[config.mk]
export PLATFORM = sky130hd
export DESIGN_NAME = mul_vector_seq
export DESIGN_NICKNAME = d
export VERILOG_FILES = /design/src/rtl/mul_vec_pkg.sv /design/src/rtl/bitslice_add.sv /design/src/rtl/mul_vector_seq.sv
export SDC_FILE = /design/constraint.sdc
export NUM_CORES = 1
export LEC_CHECK = 0
export ABC_AREA = 1
export BUFFER_PORTS_ARGS = -buffer_cell sky130_fd_sc_hd__clkbuf_2
export CORE_MARGIN = 2
export CORE_UTILIZATION = 39
export DETAILED_ROUTE_END_ITERATION = 7
export SLEW_MARGIN = 20
export SYNTH_ARGS = -nofsm -noshare
export SYNTH_HDL_FRONTEND = slang
export SYNTH_SLANG_ARGS = --single-unit
[constraint.sdc]
create_clock -name clk -period 4.2 [get_ports clk]
set_clock_uncertainty 0.15 [all_clocks]
set_input_delay 0 -clock clk [delete_from_list [all_inputs] [get_ports clk]]
set_output_delay 0 -clock clk [all_outputs]
set_load 0.02 [all_outputs]
[src/rtl/mul_vec_pkg.sv]
// ----------------------------------------------------------------------------
// mul_vec_pkg: shared types and helpers for the bit-sliced vector multiplier.
// Revision 1.0
// ----------------------------------------------------------------------------
`default_nettype none

package mul_vec_pkg;

    typedef enum logic [1:0] {
        IDLE = 2'd0,
        CALC = 2'd1,
        DONE = 2'd2
    } state_t;

    // Fill bit replicated into every extension plane of one lane.
    function automatic logic sext_planes(input logic msb, input logic sgn);
        return msb & sgn;
    endfunction

endpackage

`default_nettype wire

[src/rtl/bitslice_add.sv]
// ----------------------------------------------------------------------------
// bitslice_add: lane-parallel ripple adder over W bit planes plus carry-in word.
// Revision 1.0
// ----------------------------------------------------------------------------
`default_nettype none

module bitslice_add #(
    parameter int W     = 4,
    parameter int LANES = 16
) (
    input  logic [W-1:0][LANES-1:0] x,
    input  logic [W-1:0][LANES-1:0] y,
    input  logic [LANES-1:0]        cin,
    output logic [W-1:0][LANES-1:0] sum
);

    logic [LANES-1:0] carry;

    // Each bit of a plane is a different lane, so carries move only between planes.
    always_comb begin
        carry = cin;
        sum   = '0;
        for (int p = 0; p < W; p++) begin
            sum[p] = x[p] ^ y[p] ^ carry;
            carry  = (x[p] & y[p]) | (carry & (x[p] ^ y[p]));
        end
    end

endmodule

`default_nettype wire

[src/rtl/mul_vector_seq.sv]
// ----------------------------------------------------------------------------
// mul_vector_seq: sequential shift-add multiplier, LANES products in parallel.
// Revision 1.0
// ----------------------------------------------------------------------------
`default_nettype none

module mul_vector_seq
    import mul_vec_pkg::*;
#(
    parameter int OP_W  = 2,
    parameter int LANES = 16
) (
    input  logic                         clk,
    input  logic                         rst,
    input  logic                         in_valid,
    output logic                         in_ready,
    input  logic                         sgn,
    input  logic [OP_W-1:0][LANES-1:0]   a,
    input  logic [OP_W-1:0][LANES-1:0]   b,
    output logic                         out_valid,
    input  logic                         out_ready,
    output logic [2*OP_W-1:0][LANES-1:0] y,
    output logic                         busy
);

    localparam int PW = 2 * OP_W;
    localparam int CW = $clog2(OP_W) + 1;

    state_t                     state;
    state_t                     state_nx;
    logic [CW-1:0]              j;
    logic [PW-1:0][LANES-1:0]   a_ext;
    logic [PW-1:0][LANES-1:0]   a_in_ext;
    logic [PW-1:0][LANES-1:0]   acc;
    logic [PW-1:0][LANES-1:0]   shifted;
    logic [PW-1:0][LANES-1:0]   addend;
    logic [PW-1:0][LANES-1:0]   sum;
    logic [OP_W-1:0][LANES-1:0] b_lat;
    logic                       sgn_lat;
    logic [LANES-1:0]           b_sel;
    logic [LANES-1:0]           cin;
    logic                       last;
    logic                       sub;
    logic                       accept;
    logic                       deliver;

    always_ff @(posedge clk) begin
        if (rst) begin
            state <= IDLE;
        end else begin
            state <= state_nx;
        end
    end

    always_comb begin
        in_ready = (state == IDLE);
        busy     = (state != IDLE);
        accept   = in_valid & in_ready;
        deliver  = out_valid & out_ready;
        last     = (j == CW'(OP_W - 1));
        state_nx = state;
        case (state)
            IDLE:    if (accept)  state_nx = CALC;
            CALC:    if (last)    state_nx = DONE;
            DONE:    if (deliver) state_nx = IDLE;
            default: state_nx = IDLE;
        endcase
    end

    always_comb begin
        a_in_ext = '0;
        for (int p = 0; p < PW; p++) begin
            if (p < OP_W) begin
                a_in_ext[p] = a[p];
            end else begin
                for (int k = 0; k < LANES; k++) begin
                    a_in_ext[p][k] = sext_planes(a[OP_W-1][k], sgn);
                end
            end
        end
    end

    // Shifting the packed plane vector by whole planes moves every lane at once.
    always_comb begin
        shifted = a_ext << (32'(j) * LANES);
        b_sel   = '0;
        for (int i = 0; i < OP_W; i++) begin
            if (j == CW'(i)) b_sel = b_lat[i];
        end
        sub    = sgn_lat & last;
        cin    = {LANES{sub}};
        addend = '0;
        for (int p = 0; p < PW; p++) begin
            addend[p] = (shifted[p] & b_sel) ^ {LANES{sub}};
        end
    end

    bitslice_add #(
        .W     (PW),
        .LANES (LANES)
    ) u_add (
        .x   (acc),
        .y   (addend),
        .cin (cin),
        .sum (sum)
    );

    always_ff @(posedge clk) begin
        if (rst) begin
            out_valid <= 1'b0;
            y         <= '0;
            acc       <= '0;
            j         <= '0;
            a_ext     <= '0;
            b_lat     <= '0;
            sgn_lat   <= 1'b0;
        end else begin
            case (state)
                IDLE: begin
                    if (accept) begin
                        a_ext   <= a_in_ext;
                        b_lat   <= b;
                        sgn_lat <= sgn;
                        acc     <= '0;
                        j       <= '0;
                    end
                end
                CALC: begin
                    acc <= sum;
                    j   <= j + 1'b1;
                    if (last) begin
                        y         <= sum;
                        out_valid <= 1'b1;
                    end
                end
                DONE: begin
                    if (deliver) out_valid <= 1'b0;
                end
                default: ;
            endcase
        end
    end

endmodule

`default_nettype wire
### Word-level counts from Yosys, hierarchy flattened

Index checks and enable logic that the tools add are counted.

* shift-type cells: 1
* multiplexer cells: 13
* eq/ne operators: 6
* bitwise operators: 44
* reduce and logical (&&, ||, !) cells: 10
* $add $sub $neg: 1

Operator list (number)
* 16-bit bitwise XOR: 12
* 16-bit AND: 10
* 64-bit case mux with 2 select lines: 1
* 64-bit 2-to-1 mux: 1
* 64-bit by 6-bit << shifter with 64-bit output: 1
* 16-bit OR: 3
* 16-bit 2-to-1 mux: 2
* 1-bit AND: 19
* 2-bit 2-to-1 mux: 4
* 2-bit case mux with 3 select lines: 1
* 2-bit AND reduction: 3
* 3-bit AND reduction: 2
* 2-bit nonzero test: 3
* 2-bit by 1-bit equality test with 1-bit output (second input constant): 2
* 2-bit logical NOT: 2
* 2-bit inequality test (second input constant): 2
* 2-bit case mux with 2 select lines: 1
* 2-bit by 1-bit adder with 2-bit output (second input constant): 1
* 2-bit equality test (second input constant): 1
* 1-bit 2-to-1 mux: 2
* 2-bit by 1-bit inequality test with 1-bit output (second input constant): 1
* 1-bit case mux with 2 select lines: 1

* logic and storage cells: 92
* output and inout port bits: 67
* register bits: 214
* bits of input ports: 69

### Depth between registers and ports, before layout

Gate-level depths: netlist of the first run.

* depth in word-level cells: 14
* gate-level depth with buffers: 23
* mapped depth without buffers: 19

### Modules after synthesis

A second synthesis of the first run with hierarchy kept.

* cell total of the unflattened synthesis: 1743
* area total of the unflattened synthesis: 11796.3 sq um

Modules (own cells, without submodules)
* mul_vector_seq: cells each 1471, seq. area each 4284.1 sq um, instances 1, area each 9934.5 sq um
* bitslice_add: cells each 272, seq. area each 0.0 sq um, instances 1, area each 1861.8 sq um

### Least setup slack after synthesis of the first run

Ideal clock, no wire load.

* kind: flip-flop to flip-flop
* from: reg j[1]
* to: reg y[50] (netlist bit)
* clock period less this slack: 3269 ps
* arrival time: 3006 ps
* data required time: 3937 ps
* path buffers: 5
* setup slack: 931 ps
* setup time: 113 ps
* cell stages (with the launch flop): 23
* cells stage by stage: dfxtp_1 -> inv_1 -> buf_2 -> buf_2 -> ha_1 -> buf_6 -> nand2_4 -> buf_2 -> clkbuf_1 -> nand2_1 -> nand2_1 -> fa_1 -> fa_1 -> inv_1 -> nand2_1 -> nand2_1 -> nand2_1 -> nand2_1 -> inv_2 -> nand2_1 -> nand2_1 -> o21ai_1 -> inv_1

* word-level cells in the longest chain between the ends: 13
* elaborated cells on any way between the ends: 29
* those cells by class: 1 x eq/ne; 1 x shift; 2 x mux; 23 x bitwise; 2 x reduce/logical

Ends and longest elaborated chain
* start, declared: line mul_vector_seq.sv:31 `logic [CW-1:0] j;`
* start signal, assigned: line mul_vector_seq.sv:130 `j <= j + 1'b1;`
* branches (longest 13 deep; another with 64-bit by 6-bit << shifter with 64-bit output)
* end signal, assigned: line mul_vector_seq.sv:132 `y <= sum;`
* end, declared: line mul_vector_seq.sv:22 `output logic [2*OP_W-1:0][LANES-1:0] y,`

Several ways; the timed one is not identified.
A chain may end at the register's enable or synchronous reset.

### Worst setup path in the final report of the first run

* from: reg j[1]
* to: reg acc[51] (netlist bit)

* word-level cells in the longest chain between the ends: 14
* elaborated cells on any way between the ends: 29
* those cells by class: 1 x eq/ne; 1 x shift; 3 x mux; 23 x bitwise; 1 x reduce/logical

Ends and longest elaborated chain
* branches (longest 12 deep; another with 64-bit by 6-bit << shifter with 64-bit output)
* 16-bit bitwise XOR (*): line bitslice_add.sv:24 `sum[p] = x[p] ^ y[p] ^ carry;`
* 64-bit case mux with 2 select lines (*): line mul_vector_seq.sv:118 `case (state)`
* end signal, assigned: line mul_vector_seq.sv:129 `acc <= sum;`
* end, declared: line mul_vector_seq.sv:34 `logic [PW-1:0][LANES-1:0] acc;`

Every way passes the cells marked *.

==> summary.md, run 1 <==
| Metric | Value |
|---|---|
| Outcome | completed |
| Die H | 178 um |
| CTS buffer count | 25 |
| IR drop worst, VDD | between 0.2 and 0.25 mV |
| WL/cell | ~16 um |
| CTS root buf | clkbuf_16 |
| GR Util All Layers | 24.1% |
| Worst path top cell family by delay | adder cells |
| CTS Sinks | around 210 |
| Cell area after synthesis | 0.0118 mm2 |
| PwrDens | 373 mW/mm2 |
| Min-delay worst type | primary input to flop |
| First-pass GRT wire length | 59,800 um |
| CP most frequent cell | nand2_1 |
| Routed vias/inst | 4.93 |
| Synthesized area per cell | 6.68 um2 |
| Layout fillers | around 3,000 |
| Initial core utilization | between 30% and 40% |
| Remaining Overflow, GRT | 0 |
| Hold buffers post-CTS | 92 |
| Final min period | 3.70 ns |
| Vias in the first global route | about 11,000 |
| Pin count of the biggest net entering global routing | approximately 120 |
| Routed wire length | 37,700 um |
| Setup crit end kind | flop |
| Syn nets | 1,871 |
| GPL Wtd Cong | 0.863 |
| DP Worst Slack | 0.522 ns |
| Core area | 0.0297 mm2 |
| Final Cycle Share | between 80% and 90% |
| Die W | 178 um |
| FMAX | 0.271 GHz |
| Initial DRC count | roughly 850 |
| Worst Path Max Fanout | 16 |
| Final setup margin | 0.504 ns |
| Longest Clk Path Bufs | 3 |
| Share of cells above drive strength 1 | 12.2% |
| Synthesis-to-finish area growth | 22.1% |
| Measured slew at the worst slew-check pin | 0.949 ns |
| Setup CP Type | flop to flop |
| Setup bufs post-CTS | 0 |
| Gate Count Post-Synth | 1,768 |
| RSZ-0062 raised after global routing | no |
| Slew HR | 36.7% |
| Post-synth cell types | 25 |
| Cells resized by post-CTS repair | 0 |
| Nets | 2,034 |
| Maxcap violations | 0 |
| Yosys reg bits | 214 |
| Synth warnings | 0 |
| Clk_lat worst skew | approximately 0.53 ns |
| Buffers & Inverters on Critical Path | 3 |
| CP arrival | 3.91 ns |
| Post-DRT Antenna Nets | 0 |
| Drt first pass iters | 6 |
| Clock Pin Slew Worst Setup and Hold Paths | 0.06 ns |
| Endpoints failing setup | 0 |
| Register area share after synthesis | 36.3% |
| Worst endpoint required time | between 4 and 5 ns |
| Final Hold Fails | 0 |
| Routed vias | 11,534 |
| Initial antenna violation count | 0 |
| Max-slew violation total from the final report | 0 |
| Startpoint Class | flop |
| PortBufs | 135 |
| Num ports | 136 |
| # DRC | 0 |
| Crit-path cells | inv_2, ha_1, nand2_1, o21ai_2, nand3_1, nand2_1, nand2_1, fa_1, fa_1, inv_1, nand2_1, nand2_1, nand2_1, nand2_1, inv_2, nand2_1, nand2_1, nand2_1, a21oi_1 |
| # diodes | 0 |
| LEAKAGE | around 6.6 nW |
| DP HPWL | 25,900 um |
| Largest stage delay on the critical path | about 0.65 ns |
| Crit-path slowest cell | ha_1 |
| CTS tree | done |
| Die ar. | about 0.032 mm2 |
| H-tree depth | 1 |
| Final setup TNS | 0 ns |
| # rows | 63 |
[final timing paths]
check | startpoint | end | slack (ns) | cells past startpoint
max | j[1] | acc[51] | 0.50 | 19
min | a[26] | a_ext[26] | 0.13 | 4
max reg2reg | j[1] | acc[51] | 0.50 | 19
min reg2reg | y[39] | y[39] | 0.31 | 2
[placed cells by master (no fill, tap or decap), types with 32 or more instances in the layout]
cell type	n
nand3_1	144
inv_1	251
dfxtp_1	213
xor2_1	32
dlygate4sd3_1	92
o21ai_1	32
nor2_1	65
nand2_1	583
fa_1	32
a211oi_1	32
clkbuf_2	134
a21oi_1	186
[cell families (layout without fill, tap and decap cells)]
| kind of cell | after synthesis | in the layout | share of synthesized area, % |
|---|---|---|---|
| buffers and inverters | 376 | 557 | 13.4 |
| DFF | 214 | 214 | 36.3 |
| xor gates and xnor gates | 32 | 32 | 2.37 |
| and+or+nand+nor | 814 | 814 | 27.9 |
| adders and majority gates | 34 | 34 | 5.64 |
| AOI/OAI and AO/OA | 298 | 298 | 14.4 |
[flip-flops by register name (all words and copies together) (netlist names)]
register,flops
j,2
y,64
a_ext,48
acc,64
sgn_lat,1
out_valid,1
b_lat,32
state,2
[report_power, final]
part           internal (mW)  switching (mW)  leakage [nW]
Sequential              2.12          0.0634          1.74
Clock                   1.45           0.915         0.434
Combinational          0.263           0.567          4.39
[cells in the mapped netlist, drive strengths merged]
| cell type | number | area (um2) |
|---|---|---|
| inv | 265 | 995 |
| dfxtp | 214 | 4280 |
| a211oi | 32 | 240 |
| o211ai | 28 | 210 |
| nor2 | 68 | 268 |
| nand2 | 586 | 2210 |
| a21oi | 186 | 931 |
| buf | 70 | 430 |
| ha | 2 | 25.0 |
| nand4 | 16 | 100 |
| nand3 | 144 | 721 |
| xor2 | 32 | 280 |
| fa | 32 | 641 |
| o21ai | 52 | 320 |
| clkbuf | 41 | 154 |
[worst min-delay path: stages]
cell,delay [ns]
dlygate4sd3_1,0.53
clkbuf_2,0.11
nand2_1,0.06
a21oi_1,0.06
[stage by stage]
step	instance area (um2)	hold WS, ns	util (%)	instances	power, mW
6_report	14400	0.126	48.5	2339	5.37
2_1_floorplan	11800	-0.00261	-	1768	2.73
5_1_grt	14400	0.157	48.5	2339	5.60
4_1_cts	14400	0.120	48.5	2339	5.40
3_5_place_dp	12600	0.0911	42.4	2202	2.97
3_3_place_gp	12600	0.0875	42.4	2202	2.97
[layout make-up]
class / instances / area [um2] / area share [%]
Timing Repair Buffer: 247 / 1780 / 12.3
Clock inverter: 16 / 220 / 1.53
Sequential cell: 214 / 4290 / 29.7
Multi-Input combinational cell: 1178 / 5980 / 41.5
Clock buffer: 29 / 671 / 4.65
Inverter: 265 / 996 / 6.91
Tap cell: 390 / 488 / 3.38
[layer usage]
metal	track usage (%)	wire length [um]	vias to the layer above
met2	35.4	15700	376
met5	0	0	-
li1	-	-	5860
met4	4.44	555	0
met1	37.7	19000	5262
met3	2.75	2500	36
Power figures use the tool's default switching activity.
==> inputs of run 2 (changes only) <==
--- a/config.mk
+++ b/config.mk
@@ -8,8 +8,9 @@
 export ABC_AREA = 1
 export BUFFER_PORTS_ARGS = -buffer_cell sky130_fd_sc_hd__clkbuf_2
 export CORE_MARGIN = 2
-export CORE_UTILIZATION = 39
+export CORE_UTILIZATION = 50
 export DETAILED_ROUTE_END_ITERATION = 7
+export PLACE_DENSITY = 0.7
 export SLEW_MARGIN = 20
 export SYNTH_ARGS = -nofsm -noshare
 export SYNTH_HDL_FRONTEND = slang
==> constraint.sdc (replaced) <==
create_clock -name clk -period 4.3 [get_ports clk]
set_clock_uncertainty 0.15 [all_clocks]
set_input_delay 0 -clock clk [delete_from_list [all_inputs] [get_ports clk]]
set_output_delay 0 -clock clk [all_outputs]
set_load 0.02 [all_outputs]
==> run 2 against run 1 <==
Critical endpoint is now y[48]. Sequential power fell by 3%. Via count decreased by 0.20%. Cell area decreased by 2.5%. Sequential cell count unchanged. Worst hold slack lost 0.046 ns. Cell count fell by 3.9%. Worst setup slack got worse by 0.023 ns. Die area shrank 22%.
==> summary.md, run 2 (same netlist as run 1, synthesis figures left out) <==
| Metric | Value |
|---|---|
| Outcome | completed (unchanged) |
| Num ports | 136 (unchanged) |
| CP arrival | 4.08 ns (was 3.91 ns) |
| DP Worst Slack | 0.518 ns (was 0.522 ns) |
| Reg2reg path depth | 18 (was 19) |
| GPL Wtd Cong | 0.903 (was 0.863) |
| Die W | 158 um (was 178 um) |
| Longest Clk Path Bufs | 3 (unchanged) |
| Worst Path Max Fanout | 30 (was 16) |
| Final setup margin | 0.480 ns (was 0.504 ns) |
| PortBufs | 135 (unchanged) |
| Switching Fraction | 29.1% (was 28.7%) |
| # DRC | 0 (unchanged) |
| Reg-to-reg endpoint | y[48] (was acc[51]) |
| Post-layout util | 60.3% (was 48.5%) |
| DP HPWL | 23,600 um (was 25,900 um) |
| Share of cells above drive strength 1 | 12.1% (was 12.2%) |
| Routed wire length | 35,500 um (was 37,700 um) |
| # rows | 56 (was 63) |
| Drt first pass iters | 8 (was 6) |
| Register share of total power | 41.9% (was 40.5%) |
| GR Util All Layers | 28.8% (was 24.1%) |
| Setup crit end kind | flop (unchanged) |
| Worst endpoint required time | 4.56 ns (was 4.42 ns) |
| Non-filler cells in the finished layout | 2,248 (was 2,339) |
| Most frequent cells in the layout | nand2_1, inv_1, dfxtp_1 (unchanged) |
| Setup crit end | y[48] (was acc[51]) |
| Dpl cell area | 0.0125 mm2 (was 0.0126 mm2) |
| First-pass GRT wire length | 56,600 um (was 59,800 um) |
| Startpoint Class | flop (unchanged) |
| Hold depth | 6 (was 4) |
| Measured slew at the worst slew-check pin | 1.05 ns (was 0.949 ns) |
| Reg-to-reg critical path startpoint | j[0] (was j[1]) |
| Vias in the first global route | 10,603 (was 10,579) |
| IR drop worst, VDD | 0.359 mV (was 0.230 mV) |
| Remaining Overflow, GRT | 0 (unchanged) |
| CTS Sinks | 214 (unchanged) |
| Final Cycle Share | 88.8% (was 88.0%) |
| Setup CP Type | flop to flop (unchanged) |
| Routed vias | 11,511 (was 11,534) |
| Maxcap violations | 0 (unchanged) |
| Min-delay worst type | primary input to flop (unchanged) |
| Clk_lat worst skew | 0.53 ns (about the same) |
| Final Hold Fails | 0 (unchanged) |
| P_int | 3.59 mW (was 3.83 mW) |
| R2R Setup Slk | 0.48 ns (was 0.50 ns) |
| Setup bufs post-CTS | 0 (unchanged) |
| Clock Pin Slew Worst Setup and Hold Paths | 0.06 ns (about the same) |
| RSZ-0062 raised after global routing | no (unchanged) |
| Final instance area | 0.0141 mm2 (was 0.0144 mm2) |
| Biggest regs | acc (64), y (64), a_ext (48) (unchanged) |
| Switch Pwr | 1.48 mW (was 1.55 mW) |
| Initial DRC count | 979 (was 852) |
| H-tree depth | 1 (unchanged) |
| Synthesis-to-finish area growth | 19.1% (was 22.1%) |
| Initial core utilization | 50.6% (was 39.7%) |
| Commonest non-fill, non-tap cell in the layout | nand2_1 (unchanged) |
| Nets | 2,014 (was 2,034) |
| PwrDens | 360 mW/mm2 (was 373 mW/mm2) |
| Die H | 158 um (was 178 um) |
| Initial antenna violation count | 0 (unchanged) |
| Pin count of the biggest net entering global routing | 135 (was 115) |
| Slew HR | 29.7% (was 36.7%) |
| FMAX | 0.262 GHz (was 0.271 GHz) |
| Cells resized by post-CTS repair | 0 (unchanged) |
| Routed vias/inst | 5.12 (was 4.93) |
| Final setup TNS | 0 ns (unchanged) |
| Post-DRT Antenna Nets | 0 (unchanged) |
| WL/cell | 15.8 um (was 16.1 um) |
| CTS tree | done (unchanged) |
| LEAKAGE | 6.43 nW (was 6.56 nW) |
| Final min period | 3.82 ns (was 3.70 ns) |
| CTS root buf | clkbuf_16 (unchanged) |
| Core area | 0.0233 mm2 (was 0.0297 mm2) |
| Combinational power share | 15.6% (was 15.4%) |
| Max-slew violation total from the final report | 0 (unchanged) |
| Dpl cells | 2,129 (was 2,202) |
| Endpoints failing setup | 0 (unchanged) |
| # diodes | 0 (unchanged) |
| Worst Setup SP | j[0] (was j[1]) |
| Die ar. | 0.0249 mm2 (was 0.0317 mm2) |
| Clock Power Share | 42.5% (was 44.0%) |
| CTS buffer count | 24 (was 25) |
run 2: what timing repair did:
item                       in CTS  in global routing
hold endpoints to repair      146                  0
setup endpoints to repair       0                  0
hold buffers                   75                  0
run 2: worst min-delay path by stage:
stage | startpoint | end | slack [ns]
2_1_floorplan | a[21] | a_ext[21] | -0.003
3_3_place_gp | b[15] | b_lat[15] | 0.09
3_5_place_dp | b[2] | b_lat[2] | 0.09
4_1_cts | in_valid | b_lat[11] | 0.06
5_1_grt | in_valid | a_ext[20] | 0.12
6_report | in_valid | a_ext[24] | 0.08
run 2: through the flow:
stage               hold slack, ns  power [mW]
finish                      0.0792        5.07
global route                 0.117        5.27
CTS                         0.0593        5.09
detailed placement          0.0894        2.88
global placement            0.0869        2.88
floorplan                 -0.00261        2.67
run 2: layer usage:
metal  GRT usage, %  routed length [um]
met1           43.5               17000
met2           42.4               14900
met3           4.79                2760
met4           7.40                 846
met5              0                   0
run 2: critical path, stage by stage (launching register included):
cell and delay, ns:
dfxtp_2 0.52, ha_4 0.39, buf_4 0.41, nand2_1 0.13, o21ai_2 0.17, nand3_1 0.17
xor2_1 0.21, fa_1 0.44, fa_1 0.47, inv_1 0.08, nand2_1 0.06, nand2_1 0.05
nand2_1 0.04, nand2_1 0.08, inv_1 0.04, nand2_1 0.04, nand2_1 0.06, o21ai_1 0.11
inv_1 0.07
run 2: power by group through the flow:
stage | registers [mW] | logic (mW) | clock network (mW)
4_1_cts | 2.12 | 0.777 | 2.19
5_1_grt | 2.13 | 0.874 | 2.26
3_5_place_dp | 2.16 | 0.719 | 0
3_3_place_gp | 2.16 | 0.717 | 0
2_1_floorplan | 2.16 | 0.509 | 0
6_report | 2.12 | 0.791 | 2.15
run 2: final cells by class:
type / count / area [um2]
Fill cell: 2231 / 9270
Multi-Input combinational cell: 1178 / 5980
Sequential cell: 214 / 4290
Timing Repair Buffer: 228 / 1580
Inverter: 265 / 996
Clock buffer: 29 / 661
Tap cell: 319 / 399
Clock inverter: 15 / 168
